===== config.mk =====
export PLATFORM = sky130hd
export DESIGN_NAME = beam_mult_scheduler
export DESIGN_NICKNAME = d
export VERILOG_FILES = /design/src/rtl/beamformer_pkg.sv /design/src/rtl/beam_coef_bank.sv /design/src/rtl/beam_mult_scheduler.sv
export SDC_FILE = /design/constraint.sdc
export NUM_CORES = 1
export LEC_CHECK = 0
export BUFFER_PORTS_ARGS = -buffer_cell sky130_fd_sc_hd__buf_4
export CORE_UTILIZATION = 59
export DETAILED_ROUTE_END_ITERATION = 10
export GPL_TIMING_DRIVEN = 0
export PLACE_DENSITY = 0.79
export SYNTH_ARGS = -nofsm -noshare
export SYNTH_HDL_FRONTEND = slang
export SYNTH_SLANG_ARGS = --single-unit

===== constraint.sdc =====
create_clock -name clk -period 9.76 [get_ports clk]
set_input_delay 0.488 -clock clk [delete_from_list [all_inputs] [get_ports clk]]
set_output_delay 0.488 -clock clk [all_outputs]
set_load 0.05 [all_outputs]

===== src/rtl/beamformer_pkg.sv =====
// Shared FSM states, multiplier tag layout and width helper for the beam multiplier scheduler.
package beamformer_pkg;

    typedef enum logic [2:0] {
        ST_IDLE     = 3'd0,
        ST_LOAD     = 3'd1,
        ST_ISSUE    = 3'd2,
        ST_DRAIN    = 3'd3,
        ST_WAIT_OUT = 3'd4
    } state_t;

    localparam int TAG_VALID_W = 1;
    localparam int TAG_FIRST_W = 1;
    localparam int TAG_LAST_W  = 1;
    localparam int TAG_W       = TAG_VALID_W + TAG_FIRST_W + TAG_LAST_W;

    // Travels beside each operand set so the accumulator knows what the product belongs to.
    typedef struct packed {
        logic [TAG_VALID_W-1:0] valid;
        logic [TAG_FIRST_W-1:0] first;
        logic [TAG_LAST_W-1:0]  last;
    } tag_t;

    function automatic int clog2_min1(input int n);
        return (n <= 2) ? 1 : $clog2(n);
    endfunction

endpackage


===== src/rtl/beam_coef_bank.sv =====
// Per-beam/per-channel complex weight register file: one synchronous write, one combinational read.
module beam_coef_bank #(
    parameter int COEFF_WIDTH = 16,
    parameter int DEPTH       = 8,
    parameter int ADDR_W      = 3
) (
    input  logic                          clk,
    input  logic                          wr_en,
    input  logic [ADDR_W-1:0]             wr_addr,
    input  logic signed [COEFF_WIDTH-1:0] wr_real,
    input  logic signed [COEFF_WIDTH-1:0] wr_imag,
    input  logic [ADDR_W-1:0]             rd_addr,
    output logic signed [COEFF_WIDTH-1:0] rd_real,
    output logic signed [COEFF_WIDTH-1:0] rd_imag
);

    logic signed [COEFF_WIDTH-1:0] mem_real [DEPTH];
    logic signed [COEFF_WIDTH-1:0] mem_imag [DEPTH];

    // NOTE: storage arrays get no reset; software initialises them, and a reset would turn the array into flops with a reset tree.
    always_ff @(posedge clk) begin
        if (wr_en && (int'(wr_addr) < DEPTH)) begin
            mem_real[wr_addr] <= wr_real;
            mem_imag[wr_addr] <= wr_imag;
        end
    end

    // Combinational read returns the pre-write value when read and write collide.
    assign rd_real = mem_real[rd_addr];
    assign rd_imag = mem_imag[rd_addr];

endmodule


===== src/rtl/beam_mult_scheduler.sv =====
// Time-multiplexes one external complex multiplier over NUM_CH channels x NUM_BEAMS beams.
// Optional: define BEAM_MULT_SCHED_CONJ_EN to feed -weight_imag (x*conj(w)) to the multiplier.
module beam_mult_scheduler
    import beamformer_pkg::*;
#(
    parameter int DATA_WIDTH   = 16,
    parameter int COEFF_WIDTH  = 16,
    parameter int OUT_WIDTH    = 32,
    parameter int NUM_CH       = 4,
    parameter int NUM_BEAMS    = 2,
    parameter int MULT_LATENCY = 2,
    parameter int ACC_WIDTH    = OUT_WIDTH + $clog2(NUM_CH)
) (
    input  logic                                   clk,
    input  logic                                   rst_n,
    input  logic                                   in_valid,
    output logic                                   in_ready,
    input  logic signed [DATA_WIDTH-1:0]           in_i,
    input  logic signed [DATA_WIDTH-1:0]           in_q,
    input  logic                                   coef_wr_en,
    input  logic [clog2_min1(NUM_BEAMS*NUM_CH)-1:0] coef_wr_addr,
    input  logic signed [COEFF_WIDTH-1:0]          coef_wr_real,
    input  logic signed [COEFF_WIDTH-1:0]          coef_wr_imag,
    output logic signed [DATA_WIDTH-1:0]           mul_i,
    output logic signed [DATA_WIDTH-1:0]           mul_q,
    output logic signed [COEFF_WIDTH-1:0]          mul_cr,
    output logic signed [COEFF_WIDTH-1:0]          mul_ci,
    input  logic signed [OUT_WIDTH-1:0]            mul_real,
    input  logic signed [OUT_WIDTH-1:0]            mul_imag,
    output logic                                   beam_valid,
    input  logic                                   beam_ready,
    output logic signed [ACC_WIDTH-1:0]            beam_real,
    output logic signed [ACC_WIDTH-1:0]            beam_imag,
    output logic [clog2_min1(NUM_BEAMS)-1:0]       beam_idx,
    output logic                                   busy
);

    localparam int DEPTH  = NUM_BEAMS * NUM_CH;
    localparam int ADDR_W = clog2_min1(DEPTH);
    localparam int CH_W   = clog2_min1(NUM_CH);
    localparam int BEAM_W = clog2_min1(NUM_BEAMS);
    localparam logic [CH_W-1:0]   CH_LAST   = CH_W'(NUM_CH - 1);
    localparam logic [BEAM_W-1:0] BEAM_LAST = BEAM_W'(NUM_BEAMS - 1);

    state_t              state_q, state_d;
    logic [CH_W-1:0]     ch_cnt_q, ch_cnt_d;
    logic [BEAM_W-1:0]   beam_cnt_q, beam_cnt_d;
    logic                accept, issue;

    logic signed [DATA_WIDTH-1:0]  samp_i [NUM_CH];
    logic signed [DATA_WIDTH-1:0]  samp_q [NUM_CH];
    logic [ADDR_W-1:0]             coef_rd_addr;
    logic signed [COEFF_WIDTH-1:0] coef_rd_real, coef_rd_imag, coef_ci_eff;

    tag_t                          tag_pipe [MULT_LATENCY+1];
    tag_t                          tag_out;
    logic                          beam_done;
    logic signed [ACC_WIDTH-1:0]   acc_re_q, acc_im_q, sum_re, sum_im;

    beam_coef_bank #(
        .COEFF_WIDTH (COEFF_WIDTH),
        .DEPTH       (DEPTH),
        .ADDR_W      (ADDR_W)
    ) u_coef_bank (
        .clk     (clk),
        .wr_en   (coef_wr_en),
        .wr_addr (coef_wr_addr),
        .wr_real (coef_wr_real),
        .wr_imag (coef_wr_imag),
        .rd_addr (coef_rd_addr),
        .rd_real (coef_rd_real),
        .rd_imag (coef_rd_imag)
    );

    assign coef_rd_addr = ADDR_W'(int'(beam_cnt_q) * NUM_CH + int'(ch_cnt_q));

`ifdef BEAM_MULT_SCHED_CONJ_EN
    localparam logic signed [COEFF_WIDTH-1:0] COEF_MIN = {1'b1, {(COEFF_WIDTH-1){1'b0}}};
    localparam logic signed [COEFF_WIDTH-1:0] COEF_MAX = {1'b0, {(COEFF_WIDTH-1){1'b1}}};
    // Negating the most-negative weight would wrap onto itself, so clamp it to the most positive.
    assign coef_ci_eff = (coef_rd_imag == COEF_MIN) ? COEF_MAX : -coef_rd_imag;
`else
    assign coef_ci_eff = coef_rd_imag;
`endif

    assign tag_out   = tag_pipe[MULT_LATENCY];
    assign beam_done = (state_q == ST_DRAIN) && tag_out.valid[0] && tag_out.last[0];
    assign sum_re    = (tag_out.first[0] ? '0 : acc_re_q) + ACC_WIDTH'(mul_real);
    assign sum_im    = (tag_out.first[0] ? '0 : acc_im_q) + ACC_WIDTH'(mul_imag);

    assign in_ready = (state_q == ST_IDLE) || (state_q == ST_LOAD);
    assign busy     = (state_q != ST_IDLE);

    // NOTE: every signal assigned in this block gets a default first, so no path can infer a latch.
    always_comb begin
        state_d    = state_q;
        ch_cnt_d   = ch_cnt_q;
        beam_cnt_d = beam_cnt_q;
        accept     = 1'b0;
        issue      = 1'b0;
        case (state_q)
            ST_IDLE, ST_LOAD: begin
                accept = in_valid;
                if (in_valid) begin
                    if (ch_cnt_q == CH_LAST) begin
                        state_d    = ST_ISSUE;
                        ch_cnt_d   = '0;
                        beam_cnt_d = '0;
                    end else begin
                        state_d  = ST_LOAD;
                        ch_cnt_d = ch_cnt_q + CH_W'(1);
                    end
                end
            end
            ST_ISSUE: begin
                issue = 1'b1;
                if (ch_cnt_q == CH_LAST) begin
                    state_d  = ST_DRAIN;
                    ch_cnt_d = '0;
                end else begin
                    ch_cnt_d = ch_cnt_q + CH_W'(1);
                end
            end
            ST_DRAIN: begin
                if (beam_done) state_d = ST_WAIT_OUT;
            end
            ST_WAIT_OUT: begin
                if (beam_ready) begin
                    if (beam_cnt_q == BEAM_LAST) begin
                        state_d    = ST_IDLE;
                        beam_cnt_d = '0;
                    end else begin
                        state_d    = ST_ISSUE;
                        beam_cnt_d = beam_cnt_q + BEAM_W'(1);
                    end
                end
            end
            default: state_d = ST_IDLE;
        endcase
    end

    // NOTE: clocked blocks use non-blocking assignments only, so every register samples pre-edge values.
    always_ff @(posedge clk or negedge rst_n) begin
        if (!rst_n) begin
            state_q    <= ST_IDLE;
            ch_cnt_q   <= '0;
            beam_cnt_q <= '0;
        end else begin
            state_q    <= state_d;
            ch_cnt_q   <= ch_cnt_d;
            beam_cnt_q <= beam_cnt_d;
        end
    end

    always_ff @(posedge clk) begin
        if (accept) begin
            samp_i[ch_cnt_q] <= in_i;
            samp_q[ch_cnt_q] <= in_q;
        end
    end

    always_ff @(posedge clk or negedge rst_n) begin
        if (!rst_n) begin
            mul_i      <= '0;
            mul_q      <= '0;
            mul_cr     <= '0;
            mul_ci     <= '0;
            for (int i = 0; i <= MULT_LATENCY; i++) tag_pipe[i] <= '0;
            acc_re_q   <= '0;
            acc_im_q   <= '0;
            beam_valid <= 1'b0;
            beam_real  <= '0;
            beam_imag  <= '0;
            beam_idx   <= '0;
        end else begin
            if (issue) begin
                mul_i  <= samp_i[ch_cnt_q];
                mul_q  <= samp_q[ch_cnt_q];
                mul_cr <= coef_rd_real;
                mul_ci <= coef_ci_eff;
            end
            tag_pipe[0].valid <= issue;
            tag_pipe[0].first <= (ch_cnt_q == '0);
            tag_pipe[0].last  <= (ch_cnt_q == CH_LAST);
            for (int i = 1; i <= MULT_LATENCY; i++) tag_pipe[i] <= tag_pipe[i-1];

            if (tag_out.valid[0]) begin
                acc_re_q <= sum_re;
                acc_im_q <= sum_im;
            end

            if (beam_done) begin
                beam_real  <= sum_re;
                beam_imag  <= sum_im;
                beam_idx   <= beam_cnt_q;
                beam_valid <= 1'b1;
            end else if ((state_q == ST_WAIT_OUT) && beam_ready) begin
                beam_valid <= 1'b0;
            end
        end
    end

endmodule


==> impl_metrics.yaml <==
status:
  outcome: "finished clean"
logic_synthesis:
  synth.most_common_cell: "edfxtp_1"
  avgSynthCellArea_sq_um: 14.87
  syn_nets: 1979
  synth-simple-area-share: 0.07501
  synth_cell_types: 72
  synth_top_area_cell: "edfxtp_1"
  synth.area.top_cells: "edfxtp_1 44%, dfrtp_1 21%, mux4_2 8.2%"
  synth_fa_ha_area_frac: 0.03477
  synth_xor_area_frac: 0.01948
  ys_ff_latch: 601
  async_flop_share: 0.3611
  synth_top_area_frac: 0.4378
  muxShareOfSynthArea: 0.1437
  ys_seq_area_frac: 0.6440
  ys.flop_type: "edfxtp_1"
  synth-edff-count: 384
  syn_inst: 1771
  synth_compound_area_frac: 0.06722
  synth_top_family_by_area: "multiplexers"
  synth_area_sq_um: 26340
  yosys_warnings: 0
  yosys-top-cells-count: "384 x edfxtp_1, 217 x dfrtp_1, 154 x nand2_1"
finish:
  layout.nets: 2328
  drive_gt1_frac: 0.2833
  fillers: 2910
  area_delta_synth_final_pct: 19.15
clocking:
  cts.clk_slew.worst_paths_ns: 0.07
  clock_path_buffers: 3
  clock_sinks: 601
  clk_latency_ns: 0.63
  cts_buffers: 59
  cts_resized: 0
  cts_htree_levels: 2
  cts_setup_buffers: 0
  cts_root_buffer: "clkbuf_16"
  cts_tree: "built"
route:
  wl_per_cell_microns: 22.95
  postRouteWirelength_mm: 63.44
  drtIter0Drc: 1352
  drc_errors: 0
  routed_via_density: 5.978
  ant_nets: 0
  vias: 16520
  dr.pass1.iters: 5
power:
  powerDensity_nw_per_um2: 358.4
  ir_worst_vdd_mv: 0.2529
  p_leak_nw: 12.24
min_path:
  worstHoldPathType: "in -> reg"
run:
  cap_violations: 0
timing:
  fmax_mhz: 244.4
  rsz0062_at_grt: "false"
  post-route-period-util: 0.4193
  setup-tns-final_ns: 0
  max-slew-margin-rel: 0.2892
  fin_crit_ns: 4.092
  whs_ns: 0.05573
  tightest_slew_ns: 1.066
  clock_skew_ns: 0.03683
  setup_violations: 0
  hold_viol: 0
  drv_slew: 0
floorplanning:
  num_rows: 77
  start_util: 0.5969
  core_sq_um: 44120
  die_width_microns: 213.3
  dieHeight_microns: 213.3
  die-area_sq_um: 45490
  io_pins: 272
global_route:
  grt-ovfl-total: 0
  grt_pass1_wl_mm: 95.70
  grt_pass1_vias: 16950
  grt_max_degree: 82
  groute.usage.overall: 0.2826
  grt_antenna_before_repair: 2
worst_setup_path:
  crit_type: "reg -> reg"
  required_ns: 10.26
  cp_max_fo: 10
  cp-start-kind: "flip-flop"
  critPathArrivalTime_ns: 4.59
  crit_path_end_kind: "flip-flop"
placement:
  hpwl_mm: 42.54
  io_buffer_count: 271
  place.gp.congestion: 0.9144
## layout make-up
type / instances / area (sq um) / area share
Sequential cell: 601 / 16960 / 0.5405
Buffer: 79 / 300.3 / 0.009569
Multi-Input combinational cell: 1060 / 9020 / 0.2874
Antenna cell: 1 / 2.502 / 0.00007974
Timing Repair Buffer: 288 / 2337 / 0.07448
Clock buffer: 82 / 1593 / 0.05075
Clock inverter: 30 / 311.5 / 0.009927
Inverter: 31 / 116.4 / 0.003708
Tap cell: 592 / 740.7 / 0.02360
## metal layers
metal  global-route usage  vias up  routed length (microns)
met5                    0        -                       22
met4              0.09901        4                     1955
met3              0.05869      135                     4707
met2               0.4803      677                    31840
met1               0.3609     8327                    24910
li1                     -     7381                        -
## kinds of logic (layout without fill, tap and decap cells)
logic type,Yosys count,count (layout)
buffers and inverters,110,510
adders and majority gates,72,72
muxes,244,244
other,0,1
AOI/OAI and AO/OA,275,275
xor gates and xnor gates,57,57
and+or+nand+nor,412,412
DFF,601,601
## sequential cells by signal, summed over array words and instances, names as in the netlist
register / cells
beam_imag: 34
beam_valid: 1
acc_im_q: 34
mul_i: 16
state_q: 3
mul_cr: 16
acc_re_q: 34
mul_q: 16
ch_cnt_q: 2
beam_real: 34
beam_idx: 1
samp_q: 64
u_coef_bank.mem_real: 128
tag_out: 3
mul_ci: 16
samp_i: 64
beam_cnt_q: 1
u_coef_bank.mem_imag: 128
tag_pipe: 6
## worst max-delay path, stage by stage, from the launching register on
cell and delay, ns:
dfrtp_1 0.38, clkbuf_1 0.25, clkbuf_1 0.33, nor2b_1 0.18, ha_1 0.19, inv_1 0.06, fa_1 0.43, nor2b_1 0.18
o31ai_2 0.10, a21oi_1 0.29, a41oi_2 0.22, o21a_1 0.28, o31ai_1 0.41, a31oi_1 0.19, xnor2_1 0.18, mux2_2 0.27
## path summary, 6_finish.rpt
path / from / endpoint / slack (ns) / cells past startpoint
hold / removal: in_i[1] / samp_i[0][1]$_DFFE_PP_ / 0.06 / 1
min in group asynchronous: rst_n / beam_imag[8]$_DFFE_PN0P_ / 0.37 / 2
setup reg to reg: tag_out[1]$_DFF_PN0_ / beam_imag[30]$_DFFE_PN0P_ / 5.67 / 15
setup / recovery: tag_out[1]$_DFF_PN0_ / beam_imag[30]$_DFFE_PN0P_ / 5.67 / 15
hold reg to reg: tag_pipe[3]$_DFF_PN0_ / tag_out[0]$_DFF_PN0_ / 0.35 / 0
max in group asynchronous: rst_n / mul_ci[9]$_DFFE_PN0P_ / 8.17 / 4
## placed cells by master, fill, tap and decap left out, types with 7 or more instances in the layout
cell	instances
o21ai_0	40
a31oi_1	18
a21oi_1	104
ha_1	70
inv_1	29
nand2_1	154
clkinv_1	9
edfxtp_1	384
nand3_1	20
nand2b_1	18
clkbuf_1	79
buf_4	271
and3_1	7
mux2_2	109
nor2_1	80
nand4_1	8
o31ai_1	8
nor2b_1	65
xnor2_1	39
clkbuf_16	59
mux2i_1	38
xor2_1	17
dfrtp_1	217
buf_1	17
mux4_2	96
nor3_1	18
a21o_1	45
## where the power goes
part / total [mW] / switching [mW] / internal [mW] / leakage, nW
combinational: 5.46 / 3.34 / 2.12 / 5.30
clock: 2.23 / 0.976 / 1.26 / 0.913
sequential: 3.55 / 0.290 / 3.26 / 6.03
total: 11.2 / 4.61 / 6.64 / 12.2
## per-stage QoR
step | util | cells | setup slack (ns) | power [mW] | cell area (sq um)
6_report | 0.7112 | 2764 | 5.668 | 11.25 | 31380
4_1_cts | 0.7112 | 2763 | 5.683 | 11.28 | 31380
2_1_floorplan | - | 1771 | 6.426 | 7.479 | 26340
3_3_place_gp | 0.6598 | 2634 | 4.423 | 8.834 | 29110
3_5_place_dp | 0.6678 | 2650 | 5.717 | 9.006 | 29470
5_1_grt | 0.7112 | 2763 | 5.468 | 11.82 | 31380
## timing repair
action                                 in CTS  in global routing
hold buffers                                1                  0
endpoints found under the hold margin      57                  0
setup endpoints to repair                   0                  0
Note: power is estimated with default switching activity, not from simulation.
